$ cat src/rtl/wb_stage_reg.sv
// MEM/WB pipeline latch with sub-word load extraction, write-back mux,
// one-shot register-file write, sticky halt and retired-instruction count.
module wb_stage_reg #(
  parameter int NB_DATA       = 32,
  parameter int NB_ADDR       = 7,
  parameter int NB_REG        = 5,
  parameter int NB_MEM_TO_REG = 2,
  parameter int NB_COUNT      = 32
) (
  input  logic                     clk_i,
  input  logic                     reset_i,
  input  logic                     enable_i,
  input  logic                     flush_i,
  input  logic                     valid_i,
  input  logic [NB_DATA-1:0]       mem_data_i,
  input  logic [NB_DATA-1:0]       alu_result_i,
  input  logic [NB_ADDR-1:0]       pc_i,
  input  logic [NB_DATA-1:0]       inm_ext_i,
  input  logic [NB_MEM_TO_REG-1:0] mem_to_reg_i,
  input  logic [1:0]               load_size_i,
  input  logic                     load_signed_i,
  input  logic [1:0]               byte_off_i,
  input  logic                     reg_write_i,
  input  logic [NB_REG-1:0]        rd_i,
  input  logic                     halt_i,
  output logic [NB_DATA-1:0]       wb_data_o,
  output logic [NB_REG-1:0]        wb_reg_o,
  output logic                     wb_write_o,
  output logic                     halt_o,
  output logic [NB_COUNT-1:0]      retired_o
);

  logic                     valid_q;
  logic                     fresh_q;
  logic [NB_DATA-1:0]       mem_data_q;
  logic [NB_DATA-1:0]       alu_q;
  logic [NB_ADDR-1:0]       pc_q;
  logic [NB_DATA-1:0]       inm_q;
  logic [NB_MEM_TO_REG-1:0] mux_q;
  logic [1:0]               size_q;
  logic                     sgn_q;
  logic [1:0]               off_q;
  logic                     regw_q;
  logic [NB_REG-1:0]        rd_q;
  logic                     halt_q;
  logic [NB_COUNT-1:0]      ret_q;

  logic capture;
  logic live;

  assign capture = enable_i & ~halt_q;
  assign live    = valid_i & ~flush_i;

  always_ff @(posedge clk_i) begin
    if (reset_i) begin
      valid_q    <= 1'b0;
      fresh_q    <= 1'b0;
      mem_data_q <= '0;
      alu_q      <= '0;
      pc_q       <= '0;
      inm_q      <= '0;
      mux_q      <= '0;
      size_q     <= '0;
      sgn_q      <= 1'b0;
      off_q      <= '0;
      regw_q     <= 1'b0;
      rd_q       <= '0;
      halt_q     <= 1'b0;
      ret_q      <= '0;
    end else begin
      // fresh_q drops on any non-capturing edge so a held slot writes once
      fresh_q <= capture;
      if (capture) begin
        valid_q    <= live;
        mem_data_q <= mem_data_i;
        alu_q      <= alu_result_i;
        pc_q       <= pc_i;
        inm_q      <= inm_ext_i;
        mux_q      <= mem_to_reg_i;
        size_q     <= load_size_i;
        sgn_q      <= load_signed_i;
        off_q      <= byte_off_i;
        regw_q     <= reg_write_i;
        rd_q       <= rd_i;
        if (live) begin
          ret_q <= ret_q + {{(NB_COUNT-1){1'b0}}, 1'b1};
          if (halt_i)
            halt_q <= 1'b1;
        end
      end
    end
  end

  logic [7:0]         lane_b;
  logic [15:0]        lane_h;
  logic [NB_DATA-1:0] load_val;

  assign lane_b = mem_data_q[{off_q, 3'b000} +: 8];
  assign lane_h = mem_data_q[{off_q[1], 4'b0000} +: 16];

  always_comb begin
    load_val = mem_data_q;
    unique case (size_q)
      2'b00:   load_val = {{(NB_DATA-8){sgn_q & lane_b[7]}}, lane_b};
      2'b01:   load_val = {{(NB_DATA-16){sgn_q & lane_h[15]}}, lane_h};
      default: load_val = mem_data_q;
    endcase
  end

  always_comb begin
    wb_data_o = load_val;
    unique case (mux_q)
      2'b00:   wb_data_o = load_val;
      2'b01:   wb_data_o = alu_q;
      2'b10:   wb_data_o = {{(NB_DATA-NB_ADDR){1'b0}}, pc_q};
      default: wb_data_o = inm_q;
    endcase
  end

  assign wb_reg_o   = rd_q;
  assign wb_write_o = valid_q & regw_q & (rd_q != '0) & fresh_q;
  assign halt_o     = halt_q;
  assign retired_o  = ret_q;

endmodule

$ cat config.mk
export PLATFORM = sky130hd
export DESIGN_NAME = wb_stage_reg
export DESIGN_NICKNAME = d
export VERILOG_FILES = /design/src/rtl/wb_stage_reg.sv
export SDC_FILE = /design/constraint.sdc
export NUM_CORES = 1
export LEC_CHECK = 0
export BUFFER_PORTS_ARGS = -buffer_cell sky130_fd_sc_hd__buf_4
export CAP_MARGIN = 10
export CORE_UTILIZATION = 36
export DETAILED_ROUTE_END_ITERATION = 6
export SYNTH_ARGS = -nofsm -noshare
export SYNTH_HDL_FRONTEND = slang
export SYNTH_SLANG_ARGS = --single-unit
$ cat constraint.sdc
create_clock -name clk_i -period 1.7 [get_ports clk_i]
set_input_delay 0.17 -clock clk_i [delete_from_list [all_inputs] [get_ports clk_i]]
set_output_delay 0.17 -clock clk_i [all_outputs]
set_load 0.01 [all_outputs]
# Yosys cells after proc, flatten, opt, wreduce, memory -nomap -nowiden
# Cells that the tools add are included.
# classes
n_addsub,1
eq_ne,3
n_shift,2
muxes,2
bitwise_logic,9
n_reduce_logical,5
# ops
operator,n
$pmux W32 S3,1
$pmux W32 S2,1
$add A32 B1 Y32 const B,1
$shiftx A32 B6 Y16,1
$shiftx A32 B6 Y8,1
$and A1 B1 Y1,7
$reduce_bool A5 Y1,1
$eq A2 B1 Y1 const B,2
$logic_not A2 Y1,2
$reduce_and A3 Y1,1
$eq A2 B2 Y1 const B,1
$not A1 Y1,2
$reduce_and A2 Y1,1
# totals
regBits,151
inputBits,122

# Logic depth before layout (Yosys ltp)
# Gate-level depths: netlist of the first run.
# depth
word_depth,4
mapped_depth,6
mapped_depth_nobuf,4

# Worst setup path after synthesis of the first run
# OpenSTA, ideal clock, no wires.
# synth_path
path_type,flip-flop to output port
from,register off_q[1]
to,output wb_data_o[18]
t_arrival_ns,1.640
required_ns,1.530
setup_slack_ns,-0.110
path_stages_with_launch,7
n_path_buf,2
path_cell_list,dfxtp_1 buf_2 mux2i_1 o22ai_1 o21ai_1 clkbuf_1 o21ai_0
# synth_via
elab_chain_cells,4
word_cells_on_any_way,6
cone_classes,shift: 2; mux: 2; bitwise: 2
# synth_lines
element,line,text
start: declaration,42,logic [1:0] off_q;
start signal: assignment,82,off_q <= byte_off_i;
$shiftx A32 B6 Y16 / $shiftx A32 B6 Y8 (equally long branches),"99, 98",
"$and A1 B1 Y1, on equally long branches","105, 104",
$pmux W32 S2 *,103,unique case (size_q)
$pmux W32 S3 *,112,unique case (mux_q)
end: declaration,26,"output logic [NB_DATA-1:0] wb_data_o,"
# Every way passes the cells marked *; elsewhere a longest branch is shown, timed or not.

# Worst setup path in the final report of the first run
# layout_path
from,register off_q[1]
to,output wb_data_o[30]
# The elaborated chain is that of the path after synthesis.

==> results of run 1 <==
worst max-delay path, cell delays in order (launching register included):
cell and delay [ps]:
dfxtp_4 410, mux2i_4 280, buf_6 130, o22ai_4 60
o21ai_4 270, buf_6 200, a21oi_2 60, buf_4 150
registers in the layout, indices dropped and copies added, names as in the netlist:
signal	cells
alu_q	32
fresh_q	1
halt_o	1
inm_q	32
mem_data_q	32
mux_q	2
off_q	2
pc_q	7
regw_q	1
retired_o	32
sgn_q	1
size_q	2
valid_q	1
wb_reg_o	5
logic make-up after synthesis:
family          count (synthesis)
buf+inv                        86
compound gates                264
flops                         151
fa+ha+maj                       1
simple gates                  375
xor+xnor                        6
mux                            37
area by class of cell:
cell class | count | area, µm²
clock inverters | 10 | 166
multi-input cells | 685 | 4280
well taps | 260 | 325
clock buffers | 22 | 474
repair buffers | 385 | 3310
flip-flops and latches | 151 | 3040
inverters | 14 | 52.6
fillers | 1700 | 7250
path summary, 6_finish.rpt:
path | from | endpoint | slack, ps
min | inm_ext_i[7] | inm_q[7]$_SDFFE_PP0P_ | 10
min reg2reg | alu_q[30]$_SDFFE_PP0P_ | alu_q[30]$_SDFFE_PP0P_ | 450
max | off_q[1]$_SDFFE_PP0P_ | wb_data_o[30] | -460
max reg2reg | halt_o$_SDFFE_PP0P_ | retired_o[27]$_SDFFE_PP0P_ | 70
routing by layer:
metal	part of all wire	track usage	vias to the layer above	wire length, µm
li1	-	-	3871	-
met2	0.49	0.424	254	12300
met1	0.44	0.317	3632	11000
met3	0.060	0.0587	27	1520
met4	0.017	0.0696	0	420
met5	0	0	-	0
power by group:
group / total, µW / leakage (µW) / internal, µW / switching (µW)
clock: 4100 / 0.000307 / 2580 / 1520
sequential: 3830 / 0.00124 / 3710 / 128
combinational: 1690 / 0.00323 / 876 / 814
total: 9620 / 0.00478 / 7170 / 2460
cells in the final DEF, fill, tap and decap left out, drive strengths merged, types with 19 or more instances in the layout:
cell,n
buf,294
a21oi,166
o31ai,26
or4,19
o21ai,47
mux2,26
clkbuf,22
dfxtp,151
nand2,270
dlygate4sd3,90
per-stage QoR:
stage | setup WS, ps | cell area (µm²) | std cells
2_1_floorplan | -69.3 | 7050 | 920
3_3_place_gp | -179 | 9380 | 1398
3_5_place_dp | -181 | 9380 | 1398
4_1_cts | -433 | 11400 | 1526
5_1_grt | -542 | 11600 | 1527
6_report | -459 | 11600 | 1527
repair_timing:
action,in CTS,in global routing
pin swaps,24,35
hold buffers,90,0
gates resized for setup,99,51
buffers inserted,3,2
hold endpoints to repair,90,0
gates cloned,3,1
setup endpoints to repair,44,47
==> impl_metrics.tcl, run 1 <==
set metrics [dict create \
    num_rows 50 \
    setup_viol 32 \
    synthCells 920 \
    synth-seq-area-share 0.431 \
    setup_ws_ps -459 \
    grt_pass1_wl_um 39000 \
    initial_core_util 0.371 \
    violations "negative setup slack" \
    synth_top_area_share 0.431 \
    yosys-top-cells-area "dfxtp_1, nand2_1, a21oi_1" \
    crit_fanout 6 \
    fmax_ghz 0.463 \
    hold_viol 0 \
    layout_min_cycle_time_ps 2160 \
    grt_overflow 0 \
    syn_nets 1043 \
    synth_mux_area_frac 0.0574 \
    holdWs_ps 13.6 \
    die-area_mm2 0.0200 \
    crit_type "flop to output pin" \
    gp_congestion 0.873 \
    slew_headroom 0.685 \
    cts-root-buf "clkbuf_16" \
    cts_made_buffers 17 \
    synth-main-ff-cell "dfxtp_1" \
    synth_compound_area_frac 0.208 \
    skew_ps 7.49 \
    fp.dieW_um 142 \
    yosys.cell_count.top_type "nand2_1" \
    routed_wl_um 25200 \
    powerDensity_mw_per_mm2 827 \
    htreeDepth 4 \
    synth_area_mm2 0.00702 \
    syn_avg_cell_area_um2 7.63 \
    ir_worst_vdd_uv 726 \
    timing.final.crit_share 1.27 \
    io_pins 193 \
    synth-seq-cells 151 \
    viasPerCell 5.10 \
    end_kind "output pin" \
    holdPathStages 3 \
    maxCapViolations 0 \
    yosys_warnings 0 \
    required_ps 1530 \
    slew_viol_final 0 \
    synthAdderAreaFrac 0.00178 \
    cts_buffer_depth 2 \
    layout-drive-gt1-share 0.350 \
    finalSetupTns_ps -13570 \
    synth_cell_type_count 44 \
    synthSimpleGateAreaFrac 0.244 \
    drt-initial-drc-count 392 \
    antenna_found_initial 0 \
    worst_pin_slew_ps 472 \
    portBuffers 192 \
    drc 0 \
    startpoint_type "flop" \
    yosysTopAreaCell "dfxtp_1" \
    grt_pass1_vias 7546 \
    reg2reg_depth 5 \
    status "complete, but fails checks" \
    wl_per_cell_um 16.5 \
    p_leak_uw 0.00478 \
    layout.nets 1377 \
    ys_top_cells_by_count "nand2_1, a21oi_1, dfxtp_1, clkbuf_1, o21ai_0" \
    ant_nets 0 \
    min_path_type "primary input to flop" \
    clkSinkCount 151 \
    diodes 0 \
    synthXorXnorAreaFrac 0.00749 \
    core-area_mm2 0.0189 \
    grt_max_degree 70 \
    drt_first_pass_iters 5 \
    grt_usage 0.250 \
    synth_edf_count 0 \
    cts_tree "yes" \
    insertion_delay_ps 430 \
    area_delta_synth_final_pct 65.9 \
    vias 7784 \
    place_hpwl_um 17000 \
    clkTransAtPathRegs_ps 60 \
    worstPathArrival_ps 1990 \
    power_uw 9620 \
    async_reset_ff_frac 0 \
    die_y_um 142 \
    synth_top_family_by_area "simple AND/OR/NAND/NOR gates" \
    final_util 0.616 \
    rsz0062_at_grt "yes" \
]
(Power assumes the default switching activity.)
==> inputs of run 2 (changes only) <==
CTS_BUF_LIST = sky130_fd_sc_hd__clkbuf_8   (was unset)
clock period = 2.25 ns   (was 1.7 ns; I/O delays follow)
==> run 2 against run 1 <==
  * Via count decreased by 10%
  * Clock power decreased by 49%
  * The run now ends clean
  * Sequential cell count unchanged
  * Critical path type unchanged
  * Design area decreased by 17%
  * Non-clock buffer count decreased by 148
  * First-iteration DRC count decreased by 10%
  * Sequential share of layout area increased by 5.4 points
  * Combinational power decreased by 41%
  * Largest cell class unchanged
  * Highest routed layer unchanged
  * Critical endpoint is now wb_data_o[16]
==> impl_metrics.tcl, run 2 (synthesized netlist as in run 1, its figures left out) <==
set metrics [dict create \
    cts-root-buf "clkbuf_8" \
    fp.dieW_um 142 \
    grt_overflow 0 \
    fmax_ghz 0.445 \
    ant_nets 0 \
    crit_path_top_delay_cell "or3_1" \
    cts_buffer_depth 2 \
    clkSinkCount 151 \
    vias 6998 \
    grt_pass1_vias 6539 \
    startpoint_type "flop" \
    power_uw 5990 \
    place_ws_ps -86.0 \
    viasPerCell 5.09 \
    final_area_mm2 0.00966 \
    ir_worst_vdd_uv 336 \
    final_common_cell "nand2_1" \
    r2r_slack_ps 260 \
    io_pins 193 \
    slew_viol_final 0 \
    worstPathArrival_ps 2020 \
    num_rows 50 \
    area_delta_synth_final_pct 37.7 \
    switching_power_uw 1640 \
    die_y_um 142 \
    routed_wl_um 22300 \
    end_kind "output pin" \
    htreeDepth 4 \
    cpMostUsedCell "buf_4" \
    crit_type "flop to output pin" \
    power_frac_seq 0.482 \
    insertion_delay_ps 450 \
    gp_congestion 0.888 \
    powerDensity_mw_per_mm2 620 \
    hold_viol 0 \
    crit_fanout 8 \
    layout-drive-gt1-share 0.299 \
    setup_viol 0 \
    drt_first_pass_iters 4 \
    clockPowerShare 0.352 \
    combPwrFrac 0.166 \
    rsz0062_at_grt "yes" \
    p_int_uw 4350 \
    place_hpwl_um 15900 \
    core-area_mm2 0.0189 \
    status "finished, final reports clean" \
    drt-initial-drc-count 352 \
    initial_core_util 0.371 \
    antenna_found_initial 0 \
    layout_min_cycle_time_ps 2250 \
    required_ps 2030 \
    portBuffers 192 \
    setup_ws_ps 4.29 \
    layout_common_cells "nand2_1, buf_4, a21oi_1, dfxtp_1, o21ai_0" \
    wl_per_cell_um 16.2 \
    slew_headroom 0.669 \
    min_path_type "primary input to flop" \
    skew_ps 13.8 \
    maxCapViolations 0 \
    p_leak_uw 0.00382 \
    finalSetupTns_ps 0 \
    timing.final.crit_share 0.998 \
    grt_usage 0.223 \
    diodes 0 \
    cpPeakStageDelay_ps 420 \
    layout.nets 1227 \
    drc 0 \
    cts_tree "yes" \
    place_area_mm2 0.00875 \
    die-area_mm2 0.0200 \
    grt_pass1_wl_um 34800 \
    path_buf_inv 2 \
    cp_cell_sequence "or3_1 > o22ai_2 > o21ai_4 > buf_4 > o21ai_0 > buf_4" \
    grt_max_degree 115 \
    cts_made_buffers 17 \
    clkTransAtPathRegs_ps 80 \
    worst_pin_slew_ps 497 \
    cp_top_family "compound AO/OA/AOI/OAI gates" \
    swShare 0.274 \
]
==> run 2: cell types whose count changed in the layout (fill, tap and decap cells not counted), moves of 5 or more <==
cell	change
buf_6	-11
o21ai_0	+5
a21oi_2	-5
a211oi_4	-5
clkbuf_16	-17
a21oi_1	+7
dlygate4sd3_1	-74
o21ai_2	-9
mux2i_2	+6
clkbuf_8	+14
mux2i_4	-8
buf_4	-58
==> run 2: power groups by stage <==
stage / clock network, µW / registers [µW] / logic [µW]
after floorplan: 0 / 2910 / 474
after CTS: 2170 / 2890 / 950
after global routing: 2280 / 2910 / 1090
after detailed placement: 0 / 2950 / 891
after global placement: 0 / 2940 / 887
final: 2110 / 2890 / 996
==> run 2: timing repair <==
| action | in CTS | in global routing |
|---|---|---|
| setup endpoints to repair | 31 | 31 |
| hold endpoints to repair | 15 | 1 |
| setup buffers | 0 | 5 |
| pin swaps | 5 | 15 |
| resized for setup | 34 | 46 |
| hold buffers | 15 | 1 |
==> run 2: cell type report <==
type | instances | area, µm²
clock buffers | 17 | 234
clock inverters | 14 | 160
fillers | 1928 | 9230
inverters | 14 | 52.6
multi-input cells | 683 | 3930
flip-flops and latches | 151 | 3040
well taps | 260 | 325
repair buffers | 237 | 1920
==> run 2: through the flow <==
step / instances / hold WS, ps / utilization
after floorplan: 920 / 361 / -
after global placement: 1324 / 440 / 0.463
after detailed placement: 1324 / 445 / 0.463
after CTS: 1370 / 0.0497 / 0.500
after global routing: 1376 / 2.59 / 0.511
final: 1376 / 25.5 / 0.511
==> run 2: layer usage <==
| metal | part of all wire | track usage | vias up |
|---|---|---|---|
| met5 | 0 | 0 | - |
| met3 | 0.060 | 0.0621 | 16 |
| met4 | 0.015 | 0.0572 | 0 |
| li1 | - | - | 3564 |
| met2 | 0.45 | 0.352 | 168 |
| met1 | 0.47 | 0.300 | 3250 |
==> run 2: path summary, 6_finish.rpt <==
kind / startpoint / endpoint / depth (start not counted)
setup reg to reg: retired_o[4]$_SDFFE_PP0P_ / retired_o[28]$_SDFFE_PP0P_ / 4
hold reg to reg: alu_q[22]$_SDFFE_PP0P_ / alu_q[22]$_SDFFE_PP0P_ / 2
hold / removal: mem_data_i[29] / mem_data_q[29]$_SDFFE_PP0P_ / 3
setup / recovery: size_q[1]$_SDFFE_PP0P_ / wb_data_o[16] / 6
==> run 2: worst register-to-register path: cells and delay by family (launching register included) <==
family / cells / cell delay [ps]
AOI/OAI and AO/OA: 1 / 150
DFF: 1 / 440
and+or+nand+nor: 3 / 1340
==> inputs of run 3 (changes only) <==
RECOVER_POWER = 25   (was unset)
==> run 3 against run 2 <==
  * Sequential share of layout area is 0.48 points higher
  * Core utilization is 0.77 points lower
  * Count of clock-buffer cells in the layout stayed put
  * Combinational power is 0.7% lower
  * Fmax hardly changed
  * Die area stayed put
  * Setup slack better by 1.5 ps
  * Design area is 1.5% lower
  * Critical path depth stayed put
  * Clock power hardly changed
==> impl_metrics.tcl, run 3 (synthesized netlist as in run 1, its figures left out) <==
set metrics [dict create \
    drt_first_pass_iters 4 \
    ant_nets 0 \
    ir_worst_vdd_uv 334 \
    crit_type "flop to output pin" \
    slew_headroom 0.484 \
    grt_max_degree 115 \
    diodes 0 \
    cts_tree "yes" \
    routed_wl_um 22200 \
    die-area_mm2 0.0200 \
    p_leak_uw 0.00366 \
    final_common_cell "nand2_1" \
    antenna_found_initial 0 \
    portBuffers 192 \
    clkTransAtPathRegs_ps 80 \
    io_pins 193 \
    end_kind "output pin" \
    skew_ps 14.0 \
    die_y_um 142 \
    powerDensity_mw_per_mm2 629 \
    core-area_mm2 0.0189 \
    htreeDepth 4 \
    cts-root-buf "clkbuf_8" \
    worst_pin_slew_ps 774 \
    place_area_mm2 0.00875 \
    timing.final.crit_share 0.997 \
    fmax_ghz 0.446 \
    final_area_mm2 0.00951 \
    num_rows 50 \
    cp-startpoint "size_q[1]$_SDFFE_PP0P_" \
    layout_min_cycle_time_ps 2240 \
    fp.dieW_um 142 \
    worstPathArrival_ps 2020 \
    hold_path_end "mem_data_q[29]$_SDFFE_PP0P_" \
    r2r_slack_ps 260 \
    min_path_type "primary input to flop" \
    gp_congestion 0.888 \
    min_from "mem_data_i[29]" \
    wl_per_cell_um 16.2 \
    holdPathStages 3 \
    layout-drive-gt1-share 0.265 \
    regToRegStartpoint "retired_o[4]$_SDFFE_PP0P_" \
    grt_pass1_vias 6539 \
    layout_common_cells "nand2_1, buf_4, a21oi_1, dfxtp_1, clkbuf_1" \
    cts_buffer_depth 2 \
    hold_viol 0 \
    finalSetupTns_ps 0 \
    vias 6994 \
    initial_core_util 0.371 \
    cts_made_buffers 17 \
    status "finished, final reports clean" \
    slew_viol_final 0 \
    maxCapViolations 0 \
    clkSinkCount 151 \
    grt_usage 0.223 \
    area_delta_synth_final_pct 35.6 \
    insertion_delay_ps 450 \
    holdWs_ps 26.6 \
    grt_pass1_wl_um 34800 \
    place_hpwl_um 15900 \
    grt_overflow 0 \
    setup_viol 0 \
    rsz0062_at_grt "yes" \
    layout.nets 1227 \
    r2r-end "retired_o[28]$_SDFFE_PP0P_" \
    startpoint_type "flop" \
    drc 0 \
    final_util 0.504 \
    crit_fanout 8 \
    required_ps 2030 \
    drt-initial-drc-count 335 \
    viasPerCell 5.08 \
    power_uw 5990 \
    reg2reg_depth 4 \
]
==> run 3: cell types whose count changed in the layout (fill, tap and decap cells not counted), sizes merged <==
cell / previous run / this run
clkbuf: 17 / 54
buf: 221 / 184
==> run 3: worst max-delay path: stages (launching register included) <==
cell     delay [ps]
dfxtp_2         350
or3_1           420
o22ai_2         240
o21ai_4          80
buf_4           180
o21ai_0         170
buf_4           150
==> run 3: worst max path at each step <==
stage                         end  slack [ps]
floorplan           wb_data_o[18]         380
global placement    wb_data_o[31]         -20
detailed placement  wb_data_o[24]         -90
CTS                  wb_data_o[7]         -50
global route        wb_data_o[11]         -80
finish              wb_data_o[18]           6
==> run 3: report_power, final <==
part           internal [µW]  switching (µW)  total, µW
logic                    472             517        989
registers               2800            94.2       2890
clock network           1080            1030       2110
==> run 3: cell type report <==
cell class / instances / area (µm²)
clock buffer: 17 / 234
fill: 1967 / 9380
timing repair buffer: 237 / 1780
multi-input combinational: 683 / 3930
tap: 260 / 325
sequential: 151 / 3040
clock inverter: 14 / 160
inverter: 14 / 52.6
==> run 3: repair_timing <==
item,in CTS,in global routing
setup endpoints to repair,31,31
pin swaps,5,15
hold endpoints to repair,15,1
hold buffers,15,1
resized for setup,34,46
buffers inserted,0,5
==> run 3: routing by layer <==
| metal | routed length [µm] | track usage |
|---|---|---|
| met2 | 10100 | 0.352 |
| met1 | 10500 | 0.300 |
| met3 | 1320 | 0.0621 |
| met5 | 0 | 0 |
| met4 | 347 | 0.0572 |
==> run 3: per-stage QoR <==
step / std cells / setup WS (ps)
floorplan: 920 / 385
global placement: 1324 / -22.1
detailed placement: 1324 / -86.0
CTS: 1370 / -54.1
finish: 1376 / 5.76
global route: 1376 / -80.0
